## src/rtl/decoder_nto2n_seq_if.sv

```systemverilog
// Request/response bundle for decoder_nto2n_seq: the request handshake plus the
// registered one-hot select and its status flags.
interface decoder_nto2n_seq_if #(
  parameter int SEL_W = 4
);
  localparam int OUT_W = 2 ** SEL_W;

  logic             in_valid;
  logic             in_ready;
  logic [SEL_W-1:0] in_sel;
  logic             mode;
  logic             clear;
  logic [OUT_W-1:0] out_onehot;
  logic             out_valid;
  logic             busy;
  logic             scan_done;

  modport master (
    output in_valid, in_sel, mode, clear,
    input  in_ready, out_onehot, out_valid, busy, scan_done
  );

  modport slave (
    input  in_valid, in_sel, mode, clear,
    output in_ready, out_onehot, out_valid, busy, scan_done
  );
endinterface

```

## src/rtl/decoder_nto2n_seq.sv

```systemverilog
// Registered N-to-2^N one-hot decoder with dwell timer and auto-scan.
// Optional macro DECODER_ACTIVE_LOW_EN drives the select one-cold (all ones when idle).
module decoder_nto2n_seq #(
  parameter int SEL_W = 4,
  parameter int DWELL = 4
) (
  input  logic                 clk,
  input  logic                 rst,
  decoder_nto2n_seq_if.slave   bus
);
  localparam int OUT_W = 2 ** SEL_W;
  localparam int CNT_W = (DWELL > 1) ? $clog2(DWELL) : 1;
  localparam logic [CNT_W-1:0] CNT_LOAD = CNT_W'(DWELL - 1);
`ifdef DECODER_ACTIVE_LOW_EN
  localparam logic [OUT_W-1:0] IDLE_CODE = {OUT_W{1'b1}};
`else
  localparam logic [OUT_W-1:0] IDLE_CODE = {OUT_W{1'b0}};
`endif

  typedef enum logic [1:0] {
    IDLE = 2'd0,
    HOLD = 2'd1,
    SCAN = 2'd2
  } state_t;

  state_t           state_q, state_d;
  logic [CNT_W-1:0] cnt_q, cnt_d;
  logic [SEL_W-1:0] idx_q, idx_d;
  logic [SEL_W-1:0] last_q, last_d;
  logic [OUT_W-1:0] out_q, out_d;
  logic             in_ready_s;
  logic             accept_s;
  logic             done_s;

  function automatic logic [OUT_W-1:0] onehot(input logic [SEL_W-1:0] idx);
    onehot = {{(OUT_W-1){1'b0}}, 1'b1} << idx;
  endfunction

  assign in_ready_s = (state_q == IDLE) && !bus.clear;
  assign accept_s   = bus.in_valid && in_ready_s;
  assign done_s     = (state_q == SCAN) && (cnt_q == {CNT_W{1'b0}}) && (idx_q == last_q);

  // Next-state logic; the output code is derived from the next index so a scan
  // step lands on the same edge as the dwell reload, with no gap cycle.
  always_comb begin
    state_d = state_q;
    cnt_d   = cnt_q;
    idx_d   = idx_q;
    last_d  = last_q;
    if (bus.clear) begin
      state_d = IDLE;
      cnt_d   = {CNT_W{1'b0}};
      idx_d   = {SEL_W{1'b0}};
      last_d  = {SEL_W{1'b0}};
    end else begin
      case (state_q)
        IDLE: begin
          if (accept_s) begin
            cnt_d = CNT_LOAD;
            if (bus.mode) begin
              state_d = SCAN;
              idx_d   = {SEL_W{1'b0}};
              last_d  = bus.in_sel;
            end else begin
              state_d = HOLD;
              idx_d   = bus.in_sel;
            end
          end else begin
            idx_d = {SEL_W{1'b0}};
          end
        end
        HOLD: begin
          if (cnt_q == {CNT_W{1'b0}}) begin
            state_d = IDLE;
            idx_d   = {SEL_W{1'b0}};
          end else begin
            cnt_d = cnt_q - CNT_W'(1);
          end
        end
        SCAN: begin
          if (cnt_q != {CNT_W{1'b0}}) begin
            cnt_d = cnt_q - CNT_W'(1);
          end else if (idx_q == last_q) begin
            state_d = IDLE;
            idx_d   = {SEL_W{1'b0}};
          end else begin
            idx_d = idx_q + SEL_W'(1);
            cnt_d = CNT_LOAD;
          end
        end
        default: begin
          state_d = IDLE;
          cnt_d   = {CNT_W{1'b0}};
          idx_d   = {SEL_W{1'b0}};
        end
      endcase
    end
    if (state_d == IDLE) begin
      out_d = IDLE_CODE;
    end else begin
      out_d = onehot(idx_d) ^ IDLE_CODE;
    end
  end

  // State, dwell counter, scan index and output code registers.
  always_ff @(posedge clk or posedge rst) begin
    if (rst) begin
      state_q <= IDLE;
      cnt_q   <= {CNT_W{1'b0}};
      idx_q   <= {SEL_W{1'b0}};
      last_q  <= {SEL_W{1'b0}};
      out_q   <= IDLE_CODE;
    end else begin
      state_q <= state_d;
      cnt_q   <= cnt_d;
      idx_q   <= idx_d;
      last_q  <= last_d;
      out_q   <= out_d;
    end
  end

  assign bus.in_ready   = in_ready_s;
  assign bus.out_onehot = out_q;
  assign bus.out_valid  = (state_q != IDLE);
  assign bus.busy       = (state_q != IDLE);
  assign bus.scan_done  = done_s;
endmodule
```

## src/flat_wrapper.sv

```systemverilog
// flat-port wrapper written by rule: the top's interface ports become plain ports
module decoder_nto2n_seq_flat 
#(
  parameter int SEL_W = 4,
  parameter int DWELL = 4
)
  (clk, rst, bus_in_valid, bus_in_sel, bus_mode, bus_clear, bus_in_ready, bus_out_onehot, bus_out_valid, bus_busy, bus_scan_done);
  decoder_nto2n_seq_if #(.SEL_W(SEL_W)) bus_i ();
  input  logic clk;
  input  logic rst;
  input wire logic [$bits(bus_i.in_valid)-1:0] bus_in_valid;
  input wire logic [$bits(bus_i.in_sel)-1:0] bus_in_sel;
  input wire logic [$bits(bus_i.mode)-1:0] bus_mode;
  input wire logic [$bits(bus_i.clear)-1:0] bus_clear;
  output wire logic [$bits(bus_i.in_ready)-1:0] bus_in_ready;
  output wire logic [$bits(bus_i.out_onehot)-1:0] bus_out_onehot;
  output wire logic [$bits(bus_i.out_valid)-1:0] bus_out_valid;
  output wire logic [$bits(bus_i.busy)-1:0] bus_busy;
  output wire logic [$bits(bus_i.scan_done)-1:0] bus_scan_done;
  assign bus_i.in_valid = bus_in_valid;
  assign bus_i.in_sel = bus_in_sel;
  assign bus_i.mode = bus_mode;
  assign bus_i.clear = bus_clear;
  assign bus_in_ready = bus_i.in_ready;
  assign bus_out_onehot = bus_i.out_onehot;
  assign bus_out_valid = bus_i.out_valid;
  assign bus_busy = bus_i.busy;
  assign bus_scan_done = bus_i.scan_done;
  decoder_nto2n_seq #(.SEL_W(SEL_W), .DWELL(DWELL)) u_core (.clk(clk), .rst(rst), .bus(bus_i));
endmodule
```

## config.mk

```make
export PLATFORM = sky130hd
export DESIGN_NAME = decoder_nto2n_seq_flat
export DESIGN_NICKNAME = d
export VERILOG_FILES = /design/src/rtl/decoder_nto2n_seq_if.sv /design/src/rtl/decoder_nto2n_seq.sv /design/src/flat_wrapper.sv
export SDC_FILE = /design/constraint.sdc
export NUM_CORES = 1
export LEC_CHECK = 0
export BUFFER_PORTS_ARGS = -buffer_cell sky130_fd_sc_hd__buf_4
export CAP_MARGIN = 20
export CELL_PAD_IN_SITES_DETAIL_PLACEMENT = 1
export CELL_PAD_IN_SITES_GLOBAL_PLACEMENT = 2
export CORE_ASPECT_RATIO = 1.4
export CORE_MARGIN = 3
export CORE_UTILIZATION = 38
export CTS_BUF_LIST = sky130_fd_sc_hd__clkbuf_2
export DETAILED_ROUTE_END_ITERATION = 6
export GPL_ROUTABILITY_DRIVEN = 0
export PLACE_DENSITY_LB_ADDON = 0.12
export SLEW_MARGIN = 20
export SYNTH_ARGS = -nofsm -noshare
export SYNTH_HDL_FRONTEND = slang
export SYNTH_SLANG_ARGS = --single-unit
```

## constraint.sdc

```tcl
create_clock -name clk -period 4.04 [get_ports clk]
set_clock_uncertainty 0.1 [all_clocks]
set_input_delay 0.606 -clock clk [delete_from_list [all_inputs] [get_ports clk]]
set_output_delay 0.606 -clock clk [all_outputs]
set_load 0.05 [all_outputs]
```

; Word level (Yosys, flattened, before mapping)
; Cells that the tools add are included.
[op_classes]
add_sub_neg = 2
n_eq_ne = 6
n_shift = 1
mux = 25
n_reduce_logical = 15
[op_table]
columns = cell, count
row1 = 4-bit 2-to-1 mux, 10
row2 = 2-bit 2-to-1 mux, 11
row3 = 16-bit 2-to-1 mux, 1
row4 = 1-bit by 4-bit << shifter with 16-bit output (first input constant), 1
row5 = 2-bit case mux with 3 select lines, 2
row6 = 4-bit case mux with 3 select lines, 1
row7 = 2-bit nonzero test, 5
row8 = 2-bit zero test, 3
row9 = 3-bit AND reduction, 2
row10 = 4-bit by 1-bit adder with 4-bit output (second input constant), 1
row11 = 4-bit equality test, 1
row12 = 1-bit logical AND, 4
row13 = 4-bit != test (second input constant), 1
row14 = 3-bit by 2-bit != test with 1-bit output (second input constant), 1
row15 = 3-bit != test (second input constant), 1
row16 = 2-bit by 1-bit equality test with 1-bit output (second input constant), 1
row17 = 2-bit equality test (second input constant), 1
row18 = 2-bit by 1-bit subtractor with 2-bit output (second input constant), 1
row19 = 1-bit zero test, 1
[totals]
reg_bits = 28

; Logic depth before layout (Yosys ltp)
; Gate-level depths: netlist (run 1).
[logic_depth]
ltp_word = 8
mapped_depth = 9
depth_no_buf = 8

; Worst setup path before layout (run 1)
; No wires, ideal clock.
[synth_path]
kind = reg2out
from = register u_core.idx_q[0]
to = output port bus_scan_done
arrival_time_ns = 1.633
required_time_ns = 3.334
setup_slack_ns = 1.701
path_stages_with_launch = 5
n_path_buf = 0
cell_sequence = dfrtp_1 -> xnor2_1 -> nand3_2 -> or2_4 -> nor2_1
[synth_via]
elab_chain_len = 2
[synth_rtl]
columns = item, line
row1 = start: declaration, decoder_nto2n_seq.sv:28  ; logic [SEL_W-1:0] idx_q, idx_d;
row2 = start signal: assignment, decoder_nto2n_seq.sv:110  ; idx_q <= {SEL_W{1'b0}};
row3 = start signal: assignment, decoder_nto2n_seq.sv:116  ; idx_q <= idx_d;
row4 = 4-bit equality test, decoder_nto2n_seq.sv:41  ; assign done_s = (state_q == SCAN) && (cnt_q == {CNT_W{1'b0}}) && (idx_q == last_q);
row5 = 1-bit logical AND, decoder_nto2n_seq.sv:41
row6 = end: declaration, flat_wrapper.sv:19  ; output wire logic [$bits(bus_i.scan_done)-1:0] bus_scan_done;
; No other way between the ends.

; Worst setup path after layout (run 1)
[layout_path]
from = register u_core.cnt_q[0]
to = output port bus_scan_done
[layout_via]
elab_chain_len = 3
[layout_rtl]
columns = item, line
row1 = start: declaration, decoder_nto2n_seq.sv:27  ; logic [CNT_W-1:0] cnt_q, cnt_d;
row2 = start signal: assignment, decoder_nto2n_seq.sv:109  ; cnt_q <= {CNT_W{1'b0}};
row3 = start signal: assignment, decoder_nto2n_seq.sv:115  ; cnt_q <= cnt_d;
row4 = 2-bit zero test, decoder_nto2n_seq.sv:41
row5 = 1-bit logical AND (2 in a row), decoder_nto2n_seq.sv:41
; No other way between the ends.

==> impl_results.md, run 1 <==
* Layout cells sized above 1 at 0.2688
* Crit-path max FO at 14
* Status: completed
* Post-Synth XOR/XNOR Area at 0.03787
* RSZ-0062 raised after global routing: no
* DRC at 0
* Area share of fa/ha/maj cells after synthesis at 0.01803
* Crit share post-route at 0.6845
* WL per Instance at 16.86 µm
* Starting Density at 0.4033
* CTS max path bufs at 2
* Critical path class: reg -> out
* H-tree Lvls at 1
* Pwr dens at 331.9 nW/µm²
* Clock transition at path regs at 260 ps
* First-pass GRT wire length at 5802 µm
* Post-synthesis mux area share at 0.05320
* All-Layer GR Usage at 0.1658
* Asr flop ratio synth at 1.000
* Final setup fails at 0
* Height of the chip at 77.50 µm
* Synth Register Bits at 28
* CTS root buf: clkbuf_2
* CP top delay family: simple AND/OR/NAND/NOR gates
* Vias per cell at 5.315
* Fmax at 361.6 MHz
* Relative slew slack at 0.6067
* R2R setup slack at 1620 ps
* Worst setup EP type: output pin
* Sink Count at 28
* CP required at 3330 ps
* Fin cells at 200
* Leakage at 0.7767 nW
* Synth cell types at 47
* Critical R2R Launch: u_core.cnt_q[0]
* Hold Vio Cnt, Final at 0
* Number of hold buffers added after CTS at 0
* Largest family of logic cells by synthesized area: simple AND/OR/NAND/NOR gates
* Synth area leader: dfrtp_1
* Layout Nets at 173
* DP HPWL at 2624 µm
* Pre-Repair DR Iteration Count at 4
* Setup TNS at 0 ps
* # diodes at 0
* Seq/Total Area, Yosys at 0.5050
* CP Launch Type: register
* Mapped Cells at 135
* I/O pin total at 29
* Worst skew pair latency at 350 ps
* Initial antenna violation count at 0
* # fillers at 416
* Worst EP arrival at 2060 ps
* Max rail drop VDD at 0.1620 mV
* Hold crit path type: in -> async
* WL final at 3372 µm
* Floorplan Core Area at 3441 µm²
* Simple-gate share of the synthesized area at 0.2110
* Num CTS Buffers at 3
* GR Overflow Total at 0
* Iter 0 DRT Violations at 16
* Fin crit period at 2765 ps
* Port Buffers at 28
* Top FF cell, synth: dfrtp_1
* Crit-path slowest cell: dfrtp_1
* Ys Warns at 0
* Post-CTS Setup Bufs at 0
* Synthesized area at 1388 µm²
* Max-cap viol count at 0
* Most common cell in the netlist: dfrtp_1
* Vias in the first global route at 1186
* CP cell instances: inv_1 -> ha_1 -> nand2_1 -> or2_4 -> nor2_1 -> buf_4
* Max incr delay on CP at 450 ps
* Synthesized net count at 146
* Post-layout util at 0.4749
* Antenna Nets Post-Route at 0
* Buf/Inv on CP at 2
* Synth Area in Compound Gates at 0.1326
* DIE WIDTH at 57.07 µm
* # rows at 25
* Slew @ Worst Pin at 589.1 ps
* Via count at 1063
* EDFF count, synth at 0
* Slew Limit Fails at 0
* Reg2Reg Depth at 7
* Average size of a mapped cell at 10.28 µm²
* Die ar. at 4423 µm²
* Reg2reg end: u_core.bus.out_onehot[6]
* Tot Pwr at 542.4 µW
* Largest net degree at the start of global routing at 29
* Commonest cells in the netlist: 28 x dfrtp_1, 25 x nor2_1, 7 x inv_1
* CTS tree: done
* Post-synth top area share at 0.5050
* Synth area leaders: dfrtp_1 50%, nor2_1 6.8%, xnor2_1 3.2%, mux2i_1 2.9%, mux2_2 2.4%
* Dpl cells at 197
* Resize count post-CTS at 0
* Area growth from synthesis to final layout at 17.76%
cell type report:
class	instances	area, µm²	area share
clock buffers	3	15.01	0.009188
inverters	8	30.03	0.01838
multi-input cells	93	628.1	0.3844
flip-flops and latches	28	700.7	0.4288
well taps	40	50.05	0.03063
repair buffers	28	210.2	0.1286
worst reg2reg max path, delay by kind of cell (launching register included):
kind / cells / cell delay, ps
simple gates: 4 / 950
buf+inv: 1 / 70
fa+ha+maj: 1 / 440
flops: 1 / 450
compound gates: 1 / 370
worst max-delay path by stage:
| stage | depth (start not counted) | from | endpoint | slack [ps] |
|---|---|---|---|---|
| finish | 6 | u_core.cnt_q[0] | bus_scan_done | 1270 |
| global route | 6 | u_core.cnt_q[0] | bus_scan_done | 1060 |
| CTS | 6 | u_core.cnt_q[0] | bus_scan_done | 1230 |
| detailed placement | 6 | u_core.cnt_q[0] | bus_scan_done | 1660 |
| global placement | 7 | u_core.cnt_q[0] | u_core.bus.out_onehot[6] | 1700 |
| floorplan | 4 | u_core.idx_q[0] | bus_scan_done | 1700 |
cell usage in the layout, fill, tap and decap left out, types with 2 or more instances in the layout:
master,count
a221oi_1,2
mux2_2,3
dfrtp_1,28
a21oi_1,5
inv_2,2
nand2_1,4
buf_4,28
and3_1,2
xnor2_1,5
ha_1,2
nor2_1,25
nand3b_1,2
nor3_1,6
nand2b_1,4
mux2i_1,4
inv_1,6
clkbuf_2,3
a31oi_1,2
state kept, by name (all words and copies together) (netlist names):
| register | flops |
|---|---|
| u_core.cnt_q | 2 |
| u_core.bus.out_onehot | 16 |
| u_core.idx_q | 4 |
| u_core.state_q | 2 |
| u_core.last_q | 4 |
report_power, final:
group / switching [mW] / internal [mW] / total, mW
Sequential: 0.0112 / 0.291 / 0.302
Combinational: 0.0935 / 0.0498 / 0.143
Clock: 0.0770 / 0.0202 / 0.0972
Total: 0.182 / 0.361 / 0.542
per-layer routing:
layer / GRT usage / vias up / wire length (µm) / share of wire
met2: 0.2918 / 15 / 1878 / 0.56
li1: - / 514 / - / -
met3: 0.01664 / 4 / 60 / 0.018
met4: 0.06032 / 0 / 40 / 0.012
met5: 0 / - / 0 / 0
met1: 0.2057 / 530 / 1393 / 0.41
logic make-up after synthesis:
| logic type | after synthesis |
|---|---|
| xor+xnor | 6 |
| mux | 7 |
| buf+inv | 14 |
| simple gates | 55 |
| fa+ha+maj | 2 |
| flops | 28 |
| compound gates | 23 |
metrics by stage:
stage | cell area (µm²) | hold slack [ps] | worst slack (ps)
3_5_place_dp | 1619 | 390.2 | 1659
2_1_floorplan | 1388 | 347.7 | 1701
6_report | 1634 | 163.3 | 1275
5_1_grt | 1634 | 167.3 | 1062
3_3_place_gp | 1619 | 365.9 | 1702
4_1_cts | 1634 | 372.6 | 1235
Note: power is estimated with default switching activity, not from simulation.
==> inputs of run 2 (changes only) <==
- ABC_AREA: not set -> 1
- CORE_UTILIZATION: 38 -> 33
- clock period: 4.04 -> 2.8 ns (I/O delays scaled with it)
==> run 2 against run 1 <==
Critical endpoint unchanged; hold slack got worse by 4.7 ps; via count increased by 7.5%; sequential cell count unchanged; non-clock buffer count increased by 2; critical path type unchanged; count of clock-buffer cells in the layout unchanged; global-route usage decreased by 0.48 points.
==> impl_results.md, run 2 <==
* Initial antenna violation count at 0
* Layout cells sized above 1 at 0.2857
* Hold crit path type: in -> reg
* Post-synthesis mux area share at 0
* Post-synth top area share at 0.5161
* Simple-gate share of the synthesized area at 0.2885
* Crit. Startpoint: u_core.cnt_q[0]
* Asr flop ratio synth at 1.000
* Synthesized net count at 167
* Pwr dens at 451.3 nW/µm²
* # rows at 27
* Synth Register Bits at 28
* Iter 0 DRT Violations at 22
* Port Buffers at 28
* DP HPWL at 2834 µm
* First-pass GRT wire length at 5961 µm
* Slew Limit Fails at 0
* Synth Area in Compound Gates at 0.08203
* Average size of a mapped cell at 8.702 µm²
* Height of the chip at 81.89 µm
* Floorplan Core Area at 3953 µm²
* Largest family of logic cells by synthesized area: simple AND/OR/NAND/NOR gates
* Resize count post-CTS at 0
* Status: completed
* Vias in the first global route at 1266
* Pre-Repair DR Iteration Count at 4
* Reg2Reg Depth at 12
* Setup TNS at 0 ps
* EDFF count, synth at 0
* Commonest non-fill, non-tap cell in the layout: buf_4
* # diodes at 0
* Max-cap viol count at 0
* Post-Synth XOR/XNOR Area at 0.01935
* DRC at 0
* Critical R2R Launch: u_core.cnt_q[0]
* Synth area leaders: dfrtp_1 52%, nand2_1 7.2%, nor2_1 6.6%, nand3_1 5.5%, inv_1 5.0%
* Max incr delay on CP at 440 ps
* R2R setup slack at 830 ps
* Tot Pwr at 744.9 µW
* Top FF cell, synth: dfrtp_1
* Synthesized area at 1358 µm²
* Antenna Nets Post-Route at 0
* CTS root buf: clkbuf_2
* RSZ-0062 raised after global routing: no
* CTS max path bufs at 2
* WL per Instance at 15.12 µm
* Vias per cell at 4.927
* Fin cells at 232
* Post-CTS Setup Bufs at 0
* Crit share post-route at 0.8666
* Worst skew pair latency at 370 ps
* Synth area leader: dfrtp_1
* Final Worst Setup Slack at 373.4 ps
* Crit-path most repeated cell: inv_1
* Slew @ Worst Pin at 461.6 ps
* Clock transition at path regs at 250 ps
* GR Overflow Total at 0
* Largest net degree at the start of global routing at 29
* Crit-path slowest cell: dfrtp_1
* Max FFs per register at 16
* CP Launch Type: register
* Hold Vio Cnt, Final at 0
* Critical path class: reg -> out
* Post-place setup slack at 815.9 ps
* CTS tree: done
* Most frequent cells in the layout: 29 x buf_4, 28 x dfrtp_1, 26 x nand2_1
* Most common cell in the netlist: dfrtp_1
* I/O pin total at 29
* Number of hold buffers added after CTS at 1
* Commonest cells in the netlist: 28 x dfrtp_1, 26 x nand2_1, 24 x nor2_1
* CP cell instances: inv_1 -> ha_1 -> o21ai_2 -> nor2_2 -> nand3_2 -> inv_1 -> nand2_1 -> inv_1 -> buf_4
* Max rail drop VDD at 0.2287 mV
* Die ar. at 4930 µm²
* Fin crit period at 2427 ps
* H-tree Lvls at 1
* Worst setup EP type: output pin
* Area growth from synthesis to final layout at 21.57%
* CP required at 2280 ps
* All-Layer GR Usage at 0.1610
* DIE WIDTH at 60.21 µm
* Layout Nets at 201
* Starting Density at 0.3435
* Num CTS Buffers at 3
* Ys Warns at 0
* Crit-path max FO at 7
* Relative slew slack at 0.6890
* Area share of fa/ha/maj cells after synthesis at 0.01843
* Seq/Total Area, Yosys at 0.5161
* WL final at 3508 µm
* Dpl cells at 227
* Worst setup path end: bus_scan_done
* Worst EP arrival at 1910 ps
* Final setup fails at 0
* Synth cell types at 25
* Leakage at 0.9275 nW
* Worst Hold Slack at 158.6 ps
* Fmax at 412.1 MHz
* Sink Count at 28
* Mapped Cells at 156
* Via count at 1143
* Reg2reg end: u_core.bus.out_onehot[12]
==> run 2: per-layer routing <==
metal,vias up,track usage,share of wire
met5,-,0,0
met4,0,0.06652,0.021
met3,7,0.02044,0.029
met2,17,0.2922,0.56
met1,565,0.1848,0.39
li1,554,-,-
==> run 2: how the worst min path moves through the flow <==
stage / depth (start not counted) / start / to / slack, ps
2_1_floorplan: 2 / u_core.cnt_q[1] / u_core.cnt_q[1] / 380
3_3_place_gp: 2 / u_core.cnt_q[1] / u_core.cnt_q[1] / 400
3_5_place_dp: 2 / u_core.cnt_q[1] / u_core.cnt_q[1] / 420
4_1_cts: 2 / bus_clear / u_core.state_q[0] / 140
5_1_grt: 2 / bus_clear / u_core.state_q[0] / 120
6_report: 2 / bus_clear / u_core.state_q[0] / 160
==> run 2: final cells by class <==
type,count,area [µm²]
Clock buffer,3,15.01
Clock inverter,1,3.754
Fill cell,484,2302
Inverter,25,95.09
Multi-Input combinational cell,102,554.3
Sequential cell,28,700.7
Tap cell,43,53.80
Timing Repair Buffer,30,227.7
==> run 2: logic make-up (layout without fill, tap and decap cells) <==
group / count (synthesis) / count (layout)
AND/OR/NAND/NOR: 79 / 79
adder cells (fa/ha/maj): 2 / 2
AO/OA/AOI/OAI: 18 / 18
flip-flops: 28 / 28
buffers and inverters: 26 / 59
XOR/XNOR: 3 / 3
==> run 2: report_power, final <==
part / internal, mW / total (mW) / switching (mW)
Sequential: 0.418 / 0.427 / 0.00832
Combinational: 0.0503 / 0.165 / 0.115
Clock: 0.0310 / 0.153 / 0.122
Total: 0.500 / 0.745 / 0.245
==> run 2: metrics by stage <==
| stage | instance area [µm²] | util |
|---|---|---|
| 5_1_grt | 1650 | 0.4175 |
| 4_1_cts | 1650 | 0.4175 |
| 3_5_place_dp | 1622 | 0.4103 |
| 3_3_place_gp | 1622 | 0.4103 |
| 6_report | 1650 | 0.4175 |
| 2_1_floorplan | 1358 | - |
==> run 2: critical path, delay by kind of cell, from the launching register on <==
| family | cells | cell delay [ps] |
|---|---|---|
| DFF | 1 | 440 |
| adders and majority gates | 1 | 310 |
| and+or+nand+nor | 3 | 290 |
| AOI/OAI and AO/OA | 1 | 100 |
| buffers and inverters | 4 | 410 |
